<file path="src/rtl/result_stream_serializer.sv">
// Result stream serializer: buffers 128-bit result beats in a small FIFO and
// emits each one as WORDS narrower AXI4-Stream words, least-significant first,
// with last on the final word. Upstream ignores backpressure, so beats that
// arrive while the FIFO is full are dropped and flagged with a sticky overflow.
module result_stream_serializer #(
   parameter int IN_W  = 128,
   parameter int OUT_W = 32,
   parameter int WORDS = 4,
   parameter int DEPTH = 4
) (
   input  logic                       clk,
   input  logic                       reset,
   input  logic                       s_axis_valid,
   input  logic [IN_W-1:0]            s_axis_data,
   output logic                       s_axis_ready,
   output logic                       m_axis_valid,
   output logic [OUT_W-1:0]           m_axis_data,
   output logic                       m_axis_last,
   input  logic                       m_axis_ready,
   output logic                       overflow,
   output logic [$clog2(DEPTH+1)-1:0] level
);

   localparam int PTR_W = $clog2(DEPTH);
   localparam int LVL_W = $clog2(DEPTH+1);
   localparam int IDX_W = (WORDS > 1) ? $clog2(WORDS) : 1;

   localparam logic [LVL_W-1:0] DEPTH_L  = LVL_W'(DEPTH);
   localparam logic [IDX_W-1:0] LAST_IDX = IDX_W'(WORDS - 1);

   logic [IN_W-1:0]  r_mem [DEPTH];
   logic [PTR_W-1:0] r_wr_ptr;
   logic [PTR_W-1:0] r_rd_ptr;
   logic [LVL_W-1:0] r_level;
   logic [IDX_W-1:0] r_word_idx;
   logic             r_overflow;

   logic             w_out_hs;
   logic             w_pop_last;
   logic             w_push;
   logic             w_drop;
   logic [IN_W-1:0]  w_head;

   // Handshake qualifiers. A beat finishing this cycle frees its slot, so a
   // full FIFO can still accept in the same cycle it retires its head.
   assign m_axis_valid = (r_level != '0);
   assign w_out_hs     = m_axis_valid & m_axis_ready;
   assign w_pop_last   = w_out_hs & (r_word_idx == LAST_IDX);
   assign s_axis_ready = (r_level < DEPTH_L) | w_pop_last;
   assign w_push       = s_axis_valid & s_axis_ready;
   assign w_drop       = s_axis_valid & ~s_axis_ready;

   assign w_head      = r_mem[r_rd_ptr];
   assign m_axis_last = m_axis_valid & (r_word_idx == LAST_IDX);
   assign overflow    = r_overflow;
   assign level       = r_level;

   // Select the current word of the head beat, least-significant word first.
   always_comb begin
      // NOTE: default assignment first so every path drives the output and no latch is inferred.
      m_axis_data = w_head[OUT_W-1:0];
      for (int i = 0; i < WORDS; i++) begin
         if (r_word_idx == IDX_W'(i)) begin
            m_axis_data = w_head[i*OUT_W +: OUT_W];
         end
      end
   end

   // Beat storage; written only on an accepted push.
   // NOTE: the data array has no reset -- pointers and level define what is valid, so clearing it would only cost reset fan-out.
   always_ff @(posedge clk) begin
      if (w_push) begin
         r_mem[r_wr_ptr] <= s_axis_data;
      end
   end

   // Write pointer advances on each accepted beat, wrapping modulo DEPTH.
   // NOTE: sequential state uses non-blocking assignments so every register samples pre-edge values.
   always_ff @(posedge clk or posedge reset) begin
      if (reset) begin
         r_wr_ptr <= '0;
      end else if (w_push) begin
         r_wr_ptr <= r_wr_ptr + 1'b1;
      end
   end

   // Read pointer moves to the next beat once its last word is taken.
   always_ff @(posedge clk or posedge reset) begin
      if (reset) begin
         r_rd_ptr <= '0;
      end else if (w_pop_last) begin
         r_rd_ptr <= r_rd_ptr + 1'b1;
      end
   end

   // Word index within the head beat; holds while the consumer stalls.
   always_ff @(posedge clk or posedge reset) begin
      if (reset) begin
         r_word_idx <= '0;
      end else if (w_out_hs) begin
         r_word_idx <= (r_word_idx == LAST_IDX) ? '0 : r_word_idx + 1'b1;
      end
   end

   // Occupancy, counting the beat being serialized; push and pop cancel.
   always_ff @(posedge clk or posedge reset) begin
      if (reset) begin
         r_level <= '0;
      end else if (w_push & ~w_pop_last) begin
         r_level <= r_level + 1'b1;
      end else if (w_pop_last & ~w_push) begin
         r_level <= r_level - 1'b1;
      end
   end

   // Sticky drop flag, cleared only by reset.
   always_ff @(posedge clk or posedge reset) begin
      if (reset) begin
         r_overflow <= 1'b0;
      end else if (w_drop) begin
         r_overflow <= 1'b1;
      end
   end

endmodule

</file>
<file path="config.mk">
export PLATFORM = sky130hd
export DESIGN_NAME = result_stream_serializer
export DESIGN_NICKNAME = d
export VERILOG_FILES = /design/src/rtl/result_stream_serializer.sv
export SDC_FILE = /design/constraint.sdc
export NUM_CORES = 1
export LEC_CHECK = 0
export CAP_MARGIN = 20
export CORE_ASPECT_RATIO = 0.75
export CORE_MARGIN = 5
export CORE_UTILIZATION = 30
export CTS_BUF_LIST = sky130_fd_sc_hd__clkbuf_4 sky130_fd_sc_hd__clkbuf_8 sky130_fd_sc_hd__clkbuf_16
export CTS_CLUSTER_DIAMETER = 30
export CTS_CLUSTER_SIZE = 8
export DETAILED_ROUTE_END_ITERATION = 12
export PLACE_DENSITY = 0.58
export SKIP_CTS_REPAIR_TIMING = 1
export SYNTH_ARGS = -nofsm -noshare
export SYNTH_HDL_FRONTEND = slang
export SYNTH_SLANG_ARGS = --single-unit
</file>
<file path="constraint.sdc">
create_clock -name clk -period 6.1 [get_ports clk]
set_input_delay 0.915 -clock clk [delete_from_list [all_inputs] [get_ports clk]]
set_output_delay 0.915 -clock clk [all_outputs]
set_load 0.03 [all_outputs]
</file>
* Yosys cells after proc, flatten, opt, wreduce, memory -nomap -nowiden
Memory sizes are Yosys's and may differ from the RTL's. Cells that the tools add are included.
Storage, ports and cells: register bits after elaboration 10, RAM bits 512, input port bits 132, output and inout bits 39, logic and storage cells 36, memories 1
Operators by class: add/subtract/negate cells 5, order comparisons 1, eq/ne operators 3, multiplexer cells 8, bitwise logic cells 11, reductions and logical operators 2
Memory list:
- r_mem | depth 4, width 128, rd ports 1, clocked after Yosys merged registers in 0, wr ports 1, RTL line 31 | logic [IN_W-1:0] r_mem [DEPTH];
Operator list (number):
- $mux W32 | 3
- $and A1 B1 Y1 | 7
- $add A2 B1 Y2 const B | 3
- $mux W3 | 2
- $eq A2 B2 Y1 const B | 2
- $add A3 B1 Y3 const B | 1
- $lt A3 B3 Y1 const B | 1
- $not A1 Y1 | 3
- $reduce_bool A3 Y1 | 1
- $sub A3 B1 Y3 const B | 1
- $eq A2 B1 Y1 const B | 1
- $mux W1 | 2
- $mux W2 | 1
- $reduce_bool A2 Y1 | 1
- $or A1 B1 Y1 | 1

* Longest topological paths before layout
Gate-level depths: netlist of run 1.
word-level depth 9, mapped depth 11, depth with buffers taken out 10

* Worst setup path after synthesis of run 1
Ideal clock, no wire load.
path type in2reg, from in m_axis_ready, to mem r_mem[0][0] (enable), setup time 0.503 ns, arrival time 4.331 ns, data required time 5.597 ns, setup slack 1.266 ns, stages 3, path buffers 0, cells stage by stage nand2_1 nand2_1 and3_1
Between the ends: longest elaborated chain between the ends 6
Ends and longest elaborated chain:
- start: declaration | RTL line 19 | input logic m_axis_ready,
- $and A1 B1 Y1 | RTL line 47 | assign w_out_hs = m_axis_valid & m_axis_ready;
- $and A1 B1 Y1 | RTL line 48 | assign w_pop_last = w_out_hs & (r_word_idx == LAST_IDX);
- $or A1 B1 Y1 | RTL line 49 | assign s_axis_ready = (r_level < DEPTH_L) | w_pop_last;
- net s_axis_ready | RTL line 15 | output logic s_axis_ready,
- $and A1 B1 Y1 | RTL line 50 | assign w_push = s_axis_valid & s_axis_ready;
- $mux W1 | RTL line 72 | if (w_push) begin
- $mux W1 (not written as such) | RTL line 73 | r_mem[r_wr_ptr] <= s_axis_data;
- end: declaration | RTL line 31
The timed path passes the listed nets, and every way through them passes these cells.

* Worst setup path after layout of run 1
from reg r_word_idx[1], to out m_axis_data[19]
Between the ends: longest elaborated chain between the ends 4, elaborated cells between the ends (all ways) 6, those cells by class eq/ne (3); mux (3)
Ends and longest elaborated chain:
- start: declaration | RTL line 35 | logic [IDX_W-1:0] r_word_idx;
- start signal: assignment | RTL line 101 | r_word_idx <= (r_word_idx == LAST_IDX) ? '0 : r_word_idx + 1'b1;
- $eq A2 B1 Y1 | RTL line 63 | if (r_word_idx == IDX_W'(i)) begin
- $mux W32 (2 in a row) | RTL line 63
- $mux W32 (*) | RTL line 63
- end: declaration | RTL line 17 | output logic [OUT_W-1:0] m_axis_data,
Mark *: on every way between the ends. The rest lies on a longest branch, timed or not.

==> results of run 1 <==
-- worst paths after layout --
kind / start / endpoint / slack, ns / depth (start not counted)
max in group asynchronous: reset / r_rd_ptr[0] / 5.14 / 2
worst max-delay path: r_word_idx[1] / m_axis_data[19] / 1.34 / 8
worst max register to register: r_word_idx[1] / r_mem[2][54] / 2.87 / 6
min in group asynchronous: reset / level[2] / 0.62 / 2
worst min-delay path: overflow / overflow / 0.48 / 1
worst min register to register: overflow / overflow / 0.48 / 1
-- worst max-delay path, delay by kind of cell (launching register included) --
kind	cells	cell delay, ns
AO/OA/AOI/OAI	2	0.72
adder cells (fa/ha/maj)	1	0.22
buffers and inverters	3	1.07
flip-flops	1	0.43
multiplexers	1	0.33
AND/OR/NAND/NOR	1	0.48
-- area by class of cell --
class,count,area [um^2],share of cell area
Sequential cell,522,15630,0.5869
Multi-Input combinational cell,398,4325,0.1624
Clock buffer,116,2763,0.1037
Timing Repair Buffer,195,1952,0.07329
Tap cell,882,1104,0.04144
Clock inverter,76,822.0,0.03087
Inverter,6,22.52,0.0008456
Antenna cell,6,15.01,0.0005638
-- routing by layer --
| layer | wire (um) | vias up | part of all wire | global-route usage |
|---|---|---|---|---|
| li1 | - | 4582 | - | - |
| met2 | 21540 | 340 | 0.43 | 0.1888 |
| met3 | 3976 | 78 | 0.079 | 0.03931 |
| met5 | 74 | - | 0.0015 | 0 |
| met1 | 23770 | 5386 | 0.47 | 0.2068 |
| met4 | 895 | 12 | 0.018 | 0.03622 |
-- cell usage after synthesis, types with 7 or more instances --
master / number / share of area
mux4_2: 64 / 0.071
o21ai_0: 7 / 0.0017
mux2_2: 113 / 0.063
buf_6: 22 / 0.012
ha_1: 8 / 0.0049
dfrtp_1: 10 / 0.012
mux2i_1: 28 / 0.014
o31ai_1: 32 / 0.012
nand2_1: 37 / 0.0068
edfxtp_1: 512 / 0.76
mux2_1: 13 / 0.0072
o22ai_1: 64 / 0.020
nand2b_1: 9 / 0.0028
clkbuf_1: 24 / 0.0044
-- registers in the layout (all words and copies together) (netlist names) --
| signal | cells |
|---|---|
| r_rd_ptr | 2 |
| r_word_idx | 2 |
| level | 3 |
| r_wr_ptr | 2 |
| r_mem | 512 |
| overflow | 1 |
-- stage by stage --
| step | hold slack, ns | setup WS, ns | power [mW] |
|---|---|---|---|
| after global placement | 0.4540 | 1.909 | 9.294 |
| after global routing | 0.5116 | 1.131 | 15.45 |
| final | 0.4785 | 1.335 | 14.85 |
| after floorplan | 0.4971 | 1.266 | 7.723 |
| after detailed placement | 0.4723 | 1.905 | 9.310 |
| after CTS | 0.4823 | 1.249 | 15.02 |
-- layout by cell type, fill, tap and decap left out, types with 2 or more instances in the layout --
| master | synthesis | final |
|---|---|---|
| o22ai_1 | 64 | 64 |
| mux2_1 | 13 | 13 |
| clkinv_4 | 0 | 6 |
| clkinv_2 | 0 | 21 |
| clkinvlp_4 | 0 | 9 |
| nand2_1 | 37 | 37 |
| clkbuf_16 | 0 | 108 |
| clkbuf_4 | 0 | 8 |
| dfrtp_1 | 10 | 8 |
| clkdlybuf4s50_1 | 0 | 170 |
| bufinv_16 | 0 | 15 |
| inv_6 | 0 | 2 |
| nand2b_1 | 9 | 9 |
| xnor2_1 | 4 | 4 |
| inv_1 | 6 | 6 |
| and3_4 | 0 | 4 |
| mux2i_1 | 28 | 28 |
| o21ai_0 | 7 | 7 |
| diode_2 | 0 | 6 |
| buf_4 | 0 | 20 |
| buf_12 | 0 | 5 |
| mux2_2 | 113 | 113 |
| o31ai_1 | 32 | 32 |
| mux4_2 | 64 | 64 |
| clkinv_1 | 0 | 21 |
| xor2_1 | 2 | 2 |
| edfxtp_1 | 512 | 512 |
| ha_1 | 8 | 6 |
-- logic make-up (layout without fill, tap and decap cells) --
family / count (synthesis) / count (layout) / synth area share
buf+inv: 61 / 393 / 0.01977
flops: 522 / 522 / 0.7691
other cells: 0 / 6 / 0
fa+ha+maj: 9 / 9 / 0.005912
xor+xnor: 6 / 6 / 0.002587
mux: 219 / 219 / 0.1553
compound gates: 106 / 106 / 0.03430
simple gates: 58 / 58 / 0.01306
-- power groups by stage --
stage | clock network (mW) | logic (mW) | registers (mW)
2_1_floorplan | 0 | 2.91 | 4.82
3_3_place_gp | 0 | 4.47 | 4.82
3_5_place_dp | 0 | 4.46 | 4.85
4_1_cts | 5.75 | 4.48 | 4.79
5_1_grt | 5.95 | 4.67 | 4.83
6_report | 5.66 | 4.41 | 4.78
==> metrics.cfg, run 1 <==
[final_layout]
nets=1370
final_area_um2=26630
nFillCells=5957
postLayoutCoreUtil=0.3975
fin_cells=2201
syn2layout_area_growth_pct=31.09
final_layout_size_suffix_gt1_frac=0.2925

[setup_path]
path_max_fanout=14
setup.worst_path.class=register to output pin
critPathMaxStageDelay_ns=0.68
worstPathRequired_ns=5.18
arrival_ns=3.85
critPathSlowestCell=clkdlybuf4s50_1
endpoint_kind=output pin
crit_chain=inv_1 -> ha_1 -> nand2_1 -> buf_4 -> o22ai_1 -> o31ai_1 -> mux2_2 -> clkdlybuf4s50_1
start_kind=register

[timing]
final.setup.tns_ns=0
max-slew-margin-rel=0.3468
grt_setup_unrepaired=no
fmax_mhz=209.9
drv_slew=0
hold_violations=0
period_share=0.7811
period_needed_ns=4.765
setup_viol=0
skew_ns=0.02198
worstMarginPinSlew_ns=0.9797

[logic_synthesis]
synth.distinct_cells=33
seq_area_frac_synth=0.7691
yosys_warnings=0
ys_seq_elements=522
synth_area_um2=20320
synth_edf_count=512
synth_area_per_cell_um2=20.71
synthCells=981
mappedNetlistNets=1122
synth_flop_cell=edfxtp_1
async_reset_ff_frac=0.01916

[floorplanning]
core.rowCount=82
die_h_um=235.4
io_pins=171
core_area_um2=67000
die_x_um=310.5
dieArea_um2=73080
initial_utilization=0.3033

[global_route]
grt_pass1_wl_um=73630
grtUsageTotal=0.1356
antenna_found_initial=18
grt_overflow_total=0
first_global_vias=10830
grt_max_degree=89

[run]
drv_cap=0

[power]
pwr-share-seq=0.322
max-vdd-ir-drop_mv=0.3149
swShare=0.3073
power.switching_mw=4.565
pwr-share-clk=0.381
p_comb_frac=0.297
power.density_nw_per_um2=557.8
p_leak_nw=8.752
power.internal_mw=10.29

[detailed_routing]
via_per_inst=4.724
vias=10400
drcViolationCount=0
wl_per_cell_um=22.84
drt_wl_total_um=50260
drt_iter0_drc=954
drt-pass1-iter-count=5
ant_nets=0

[clock_network]
clockBufferDepth=3
cts_inserted_buffers=106
cts_root_buffer=clkbuf_16
cts_tree=yes
clk_latency_ns=0.62
clock-sinks=522
htreeDepth=3
clk_pin_slew_worst_paths_ns=0.04

[placement]
hpwlAfterDp_um=31830
gp_congestion=0.7351
port_buffers=170
dp_cells=2003
place_area_um2=23030

[run_status]
outcome=finished clean

[min_path]
hp-class=register to register

Power figures use the tool's default switching activity.
==> inputs of run 2 (changes only) <==
Settings changed: PLACE_DENSITY 0.58 to 0.59.
Clock period 6.1 ns to 4 ns, I/O delays scaled along.
==> run 2 against run 1 <==
Effect of this change: clock-buffer cell count up 8; die area unchanged; cell area up 1.8%; clock skew up 0.0075 ns; via count up 1.2%; sequential power up 50%; final cell count up 1.0%; critical path depth down 1; register-to-register slack worse by 1.6 ns; first-iteration DRC count down 15%; worst hold slack worse by 0.21 ns; critical path type unchanged.
==> metrics.cfg, run 2 (synthesis gave the netlist of run 1 again) <==
[run_status]
outcome=finished clean

[setup_path]
setup.worst_path.class=register to output pin
endpoint_kind=output pin
crit_chain=buf_12 -> buf_6 -> mux2_2 -> o22ai_1 -> o31ai_1 -> mux2_2 -> buf_12
r2r-end=level[2]
critPathSlowestCell=o31ai_1
r2r-start=r_word_idx[0]
cp-endpoint=m_axis_data[19]
start_kind=register
path_max_fanout=43  ; +29
timing.reg2reg.setup_slack_ns=1.29  ; -1.58 ns
worstPathRequired_ns=3.40  ; -1.78 ns
critPathMaxStageDelay_ns=0.71  ; +0.03 ns
reg2reg_depth=10  ; +4
arrival_ns=3.34  ; -0.51 ns
crit_start=r_rd_ptr[0]

[global_route]
grtUsageTotal=0.1354  ; -0.0002043
grt_pass1_wl_um=73440  ; -0.26%
antenna_found_initial=14  ; -4
first_global_vias=10900  ; +0.70%
grt_overflow_total=0  ; unchanged
grt_max_degree=50  ; -44%

[power]
p_leak_nw=8.985  ; +2.7%
max-vdd-ir-drop_mv=0.5923  ; +88%
power.density_nw_per_um2=857.9  ; +54%

[clock_network]
clk_pin_slew_worst_paths_ns=0.05  ; about the same
cts_root_buffer=clkbuf_16
htreeDepth=3  ; unchanged
clock-sinks=522  ; unchanged
cts_inserted_buffers=108  ; +1.9%
cts_tree=yes
clk_latency_ns=0.63  ; about the same
clockBufferDepth=3  ; unchanged

[timing]
period_share=0.9838
max-slew-margin-rel=0.4119  ; +0.06504
worstMarginPinSlew_ns=0.8747  ; -0.1050 ns
skew_ns=0.02952  ; +0.007535 ns
period_needed_ns=3.935
grt_setup_unrepaired=yes
final.setup.tns_ns=0  ; unchanged
setup_viol=0  ; unchanged
drv_slew=0  ; unchanged
hold_violations=0  ; unchanged
fmax_mhz=254.1

[detailed_routing]
drt_iter0_drc=812  ; -15%
ant_nets=0  ; unchanged
drcViolationCount=0  ; unchanged
vias=10520  ; +1.2%
wl_per_cell_um=22.62  ; -0.94%
via_per_inst=4.729  ; +0.11%
drt-pass1-iter-count=5  ; unchanged
drt_wl_total_um=50310  ; about the same

[placement]
hpwlAfterDp_um=32250  ; +1.3%
dp_cells=2018  ; +0.75%
port_buffers=170  ; unchanged
gp_congestion=0.7626  ; +3.7%
place_area_um2=23410  ; +1.6%

[floorplanning]
die_x_um=310.5  ; unchanged
core_area_um2=67000  ; unchanged
dieArea_um2=73080  ; unchanged
io_pins=171  ; unchanged
initial_utilization=0.3033  ; unchanged
die_h_um=235.4  ; unchanged
core.rowCount=82  ; unchanged

[final_layout]
final_layout_size_suffix_gt1_frac=0.3214  ; +0.02892
final_area_um2=27110  ; +1.8%
top_register=r_mem
largest_reg_flops=512  ; unchanged
syn2layout_area_growth_pct=33.42
layout_common_cells=512 x edfxtp_1, 158 x clkdlybuf4s50_1, 113 x mux2_2, 108 x clkbuf_16, 64 x mux4_2
nets=1392  ; +1.6%
mostFrequentLayoutCell=edfxtp_1
fin_cells=2224  ; +1.0%

[run]
drv_cap=0  ; unchanged

[min_path]
hp-class=primary input to asynchronous set/reset pin

run 2: report_power, final:
| group | leakage, nW | internal [mW] | switching [mW] |
|---|---|---|---|
| clock | 1.75 | 5.75 | 2.83 |
| sequential | 4.77 | 6.97 | 0.221 |
| combinational | 2.46 | 3.30 | 4.18 |
| total | 8.99 | 16.0 | 7.23 |
run 2: how the worst min path moves through the flow:
| stage | startpoint | to | slack (ns) | cells after the start |
|---|---|---|---|---|
| after floorplan | reset | level[0] | 0.44 | 1 |
| after global placement | overflow | overflow | 0.46 | 1 |
| after detailed placement | overflow | overflow | 0.46 | 1 |
| after CTS | reset | level[1] | 0.24 | 2 |
| after global routing | reset | level[1] | 0.28 | 2 |
| final | reset | level[1] | 0.27 | 2 |
run 2: cell type report:
class,instances,area [um^2]
Multi-Input combinational cell,398,4339
Clock buffer,124,2823
Clock inverter,73,793.3
Inverter,6,22.52
Tap cell,882,1104
Antenna cell,4,10.01
Fill cell,5916,39890
Timing Repair Buffer,215,2386
Sequential cell,522,15630
run 2: through the flow:
| stage | hold WS [ns] | util | total power [mW] | worst slack [ns] |
|---|---|---|---|---|
| 2_1_floorplan | 0.4402 | - | 11.71 | 0.7269 |
| 3_3_place_gp | 0.4564 | 0.3494 | 14.72 | 0.5124 |
| 3_5_place_dp | 0.4610 | 0.3494 | 14.76 | 0.5013 |
| 4_1_cts | 0.2409 | 0.4034 | 23.45 | -0.2133 |
| 5_1_grt | 0.2759 | 0.4045 | 24.20 | -0.04914 |
| 6_report | 0.2686 | 0.4046 | 23.26 | 0.06481 |
run 2: metal layers:
metal | global-route usage | part of all wire | vias up
met4 | 0.03894 | 0.018 | 12
li1 | - | - | 4626
met1 | 0.2050 | 0.48 | 5472
met2 | 0.1888 | 0.43 | 320
met3 | 0.03958 | 0.064 | 88
met5 | 0 | 0.0015 | -
run 2: worst max-delay path: cells and delay by family, from the launching register on:
family                 cells  cell delay [ns]
DFF                        1             0.56
AOI/OAI and AO/OA          2             0.81
buffers and inverters      3             0.74
muxes                      2             0.55
==> inputs of run 3 (changes only) <==
Settings changed: CTS_CLUSTER_SIZE 8 to not set.
==> run 3 against run 2 <==
Effect of this change: worst hold slack better by 0.0039 ns; cell area rose by 0.57%; clock power is 4.7% higher; critical path depth up 1; sequential share of layout area is 0.33 points lower; combinational power about the same; wire length about the same; non-clock buffer count unchanged; global-route usage hardly changed; power up 1.7%; final cell count is 0.13% higher; critical path type unchanged; critical endpoint is now m_axis_data[28]; largest power group unchanged.
==> metrics.cfg, run 3 (synthesis gave the netlist of run 1 again) <==
[run_status]
outcome=finished clean

[global_route]
antenna_found_initial=14  ; unchanged
grtUsageTotal=0.1358  ; +0.0003676
grt_max_degree=50  ; unchanged
first_global_vias=10850  ; -0.50%
grt_pass1_wl_um=73370  ; about the same
grt_overflow_total=0  ; unchanged

[final_layout]
top_register=r_mem
final_layout_size_suffix_gt1_frac=0.3259  ; +0.004501
nets=1391  ; -0.072%
largest_reg_flops=512  ; unchanged
mostFrequentLayoutCell=edfxtp_1
syn2layout_area_growth_pct=34.18
layout_common_cells=512 x edfxtp_1, 158 x clkdlybuf4s50_1, 113 x mux2_2, 109 x clkbuf_16, 64 x mux4_2

[timing]
drv_slew=0  ; unchanged
grt_setup_unrepaired=yes
setup_viol=0  ; unchanged
final.setup.tns_ns=0  ; unchanged
hold_ws_ns=0.2725  ; +0.003909 ns
worstMarginPinSlew_ns=0.9094  ; +0.03467 ns
period_share=0.9805  ; -0.003344
period_needed_ns=3.922  ; -0.01338 ns
hold_violations=0  ; unchanged
skew_ns=0.01930  ; -0.01022 ns
fmax_mhz=255.0  ; +0.34%
max-slew-margin-rel=0.3886  ; -0.02331

[setup_path]
start_kind=register
crit_chain=inv_1 -> ha_1 -> nand2b_1 -> buf_4 -> o22ai_1 -> o31ai_2 -> mux2_2 -> clkdlybuf4s50_1
cp_num_buf_inv=3  ; unchanged
r2r-end=level[2]
r2r-start=r_word_idx[0]
cp.depth=8  ; +1
critPathSlowestCell=clkdlybuf4s50_1
setup.worst_path.class=register to output pin
reg2reg_depth=10  ; unchanged
timing.reg2reg.setup_slack_ns=1.27  ; -0.02 ns
critPathMaxStageDelay_ns=0.67  ; -0.04 ns
path_max_fanout=19  ; -56%
arrival_ns=3.32  ; -0.02 ns
worstPathRequired_ns=3.40  ; about the same
endpoint_kind=output pin
cp_top_family=buffers and inverters

[run]
drv_cap=0  ; unchanged

[floorplanning]
die_x_um=310.5  ; unchanged
core.rowCount=82  ; unchanged
initial_utilization=0.3033  ; unchanged
dieArea_um2=73080  ; unchanged
core_area_um2=67000  ; unchanged
io_pins=171  ; unchanged
die_h_um=235.4  ; unchanged

[placement]
hpwlAfterDp_um=32250  ; unchanged
gp_congestion=0.7626  ; unchanged
port_buffers=170  ; unchanged

[clock_network]
cts_tree=yes
htreeDepth=3  ; unchanged
clk_latency_ns=0.63  ; about the same
cts_inserted_buffers=107  ; -0.93%
cts_root_buffer=clkbuf_16
clockBufferDepth=3  ; unchanged
clk_pin_slew_worst_paths_ns=0.05  ; about the same
clock-sinks=522  ; unchanged

[detailed_routing]
drt-pass1-iter-count=6  ; +1
drcViolationCount=0  ; unchanged
wl_per_cell_um=22.60  ; about the same
via_per_inst=4.727  ; about the same
ant_nets=0  ; unchanged
vias=10530  ; +0.076%
drt_iter0_drc=863  ; +6.3%
drt_wl_total_um=50330  ; about the same

[min_path]
hp-class=primary input to asynchronous set/reset pin

[power]
power_mw=23.66  ; +1.7%
max-vdd-ir-drop_mv=0.6696  ; +13%
power.density_nw_per_um2=867.9  ; +1.2%
p_leak_nw=9.060  ; +0.83%

==> run 3: cell count changes in the layout (fill, tap and decap cells not counted), sizes merged <==
| cell | change |
|---|---|
| inv | +4 |
| clkinvlp | -1 |
| bufinv | +5 |
| clkinv | -3 |
| clkbuf | -2 |
==> run 3: final cells by class <==
cell class	instances	area (um^2)
Fill cell	5907	39740
Sequential cell	522	15630
Multi-Input combinational cell	398	4345
Clock buffer	122	2825
Timing Repair Buffer	215	2386
Tap cell	882	1104
Clock inverter	78	938.4
Inverter	6	22.52
Antenna cell	4	10.01
==> run 3: worst max path at each step <==
stage	slack (ns)	start	to
after floorplan	0.73	r_word_idx[0]	r_mem[0][0]
after global placement	0.51	r_rd_ptr[0]	m_axis_data[15]
after detailed placement	0.50	r_rd_ptr[0]	m_axis_data[15]
after CTS	-0.21	r_rd_ptr[0]	m_axis_data[15]
after global routing	-0.05	r_word_idx[1]	m_axis_data[28]
final	0.08	r_word_idx[1]	m_axis_data[28]
==> run 3: worst reg2reg max path, cell delays in order (launching register included) <==
cell and delay, ns:
dfrtp_1 0.42, ha_2 0.51, nand2_1 0.15, nand2_1 0.23, and2_0 0.26, ha_1 0.23, inv_1 0.06, fa_1 0.37
xor2_1 0.16, nor2_1 0.11, xor2_1 0.15
==> run 3: per-stage QoR <==
step | utilization | instances | setup slack, ns | instance area [um^2]
floorplan | - | 981 | 0.7269 | 20320
global placement | 0.3494 | 2018 | 0.5124 | 23410
detailed placement | 0.3494 | 2018 | 0.5013 | 23410
CTS | 0.4056 | 2218 | -0.2086 | 27170
global route | 0.4068 | 2225 | -0.04984 | 27260
finish | 0.4069 | 2227 | 0.07819 | 27260
==> run 3: metal layers <==
layer / track usage / wire length, um / vias up
met5: 0 / 79 / -
li1: - / - / 4635
met4: 0.03785 / 939 / 12
met1: 0.2052 / 23460 / 5439
met3: 0.04452 / 4210 / 90
met2: 0.1867 / 21650 / 350
==> run 3: power by group <==
part / internal (mW) / leakage, nW / switching (mW)
logic: 3.31 / 2.46 / 4.18
registers: 6.97 / 4.77 / 0.222
clock network: 6.11 / 1.83 / 2.87
total: 16.4 / 9.06 / 7.28
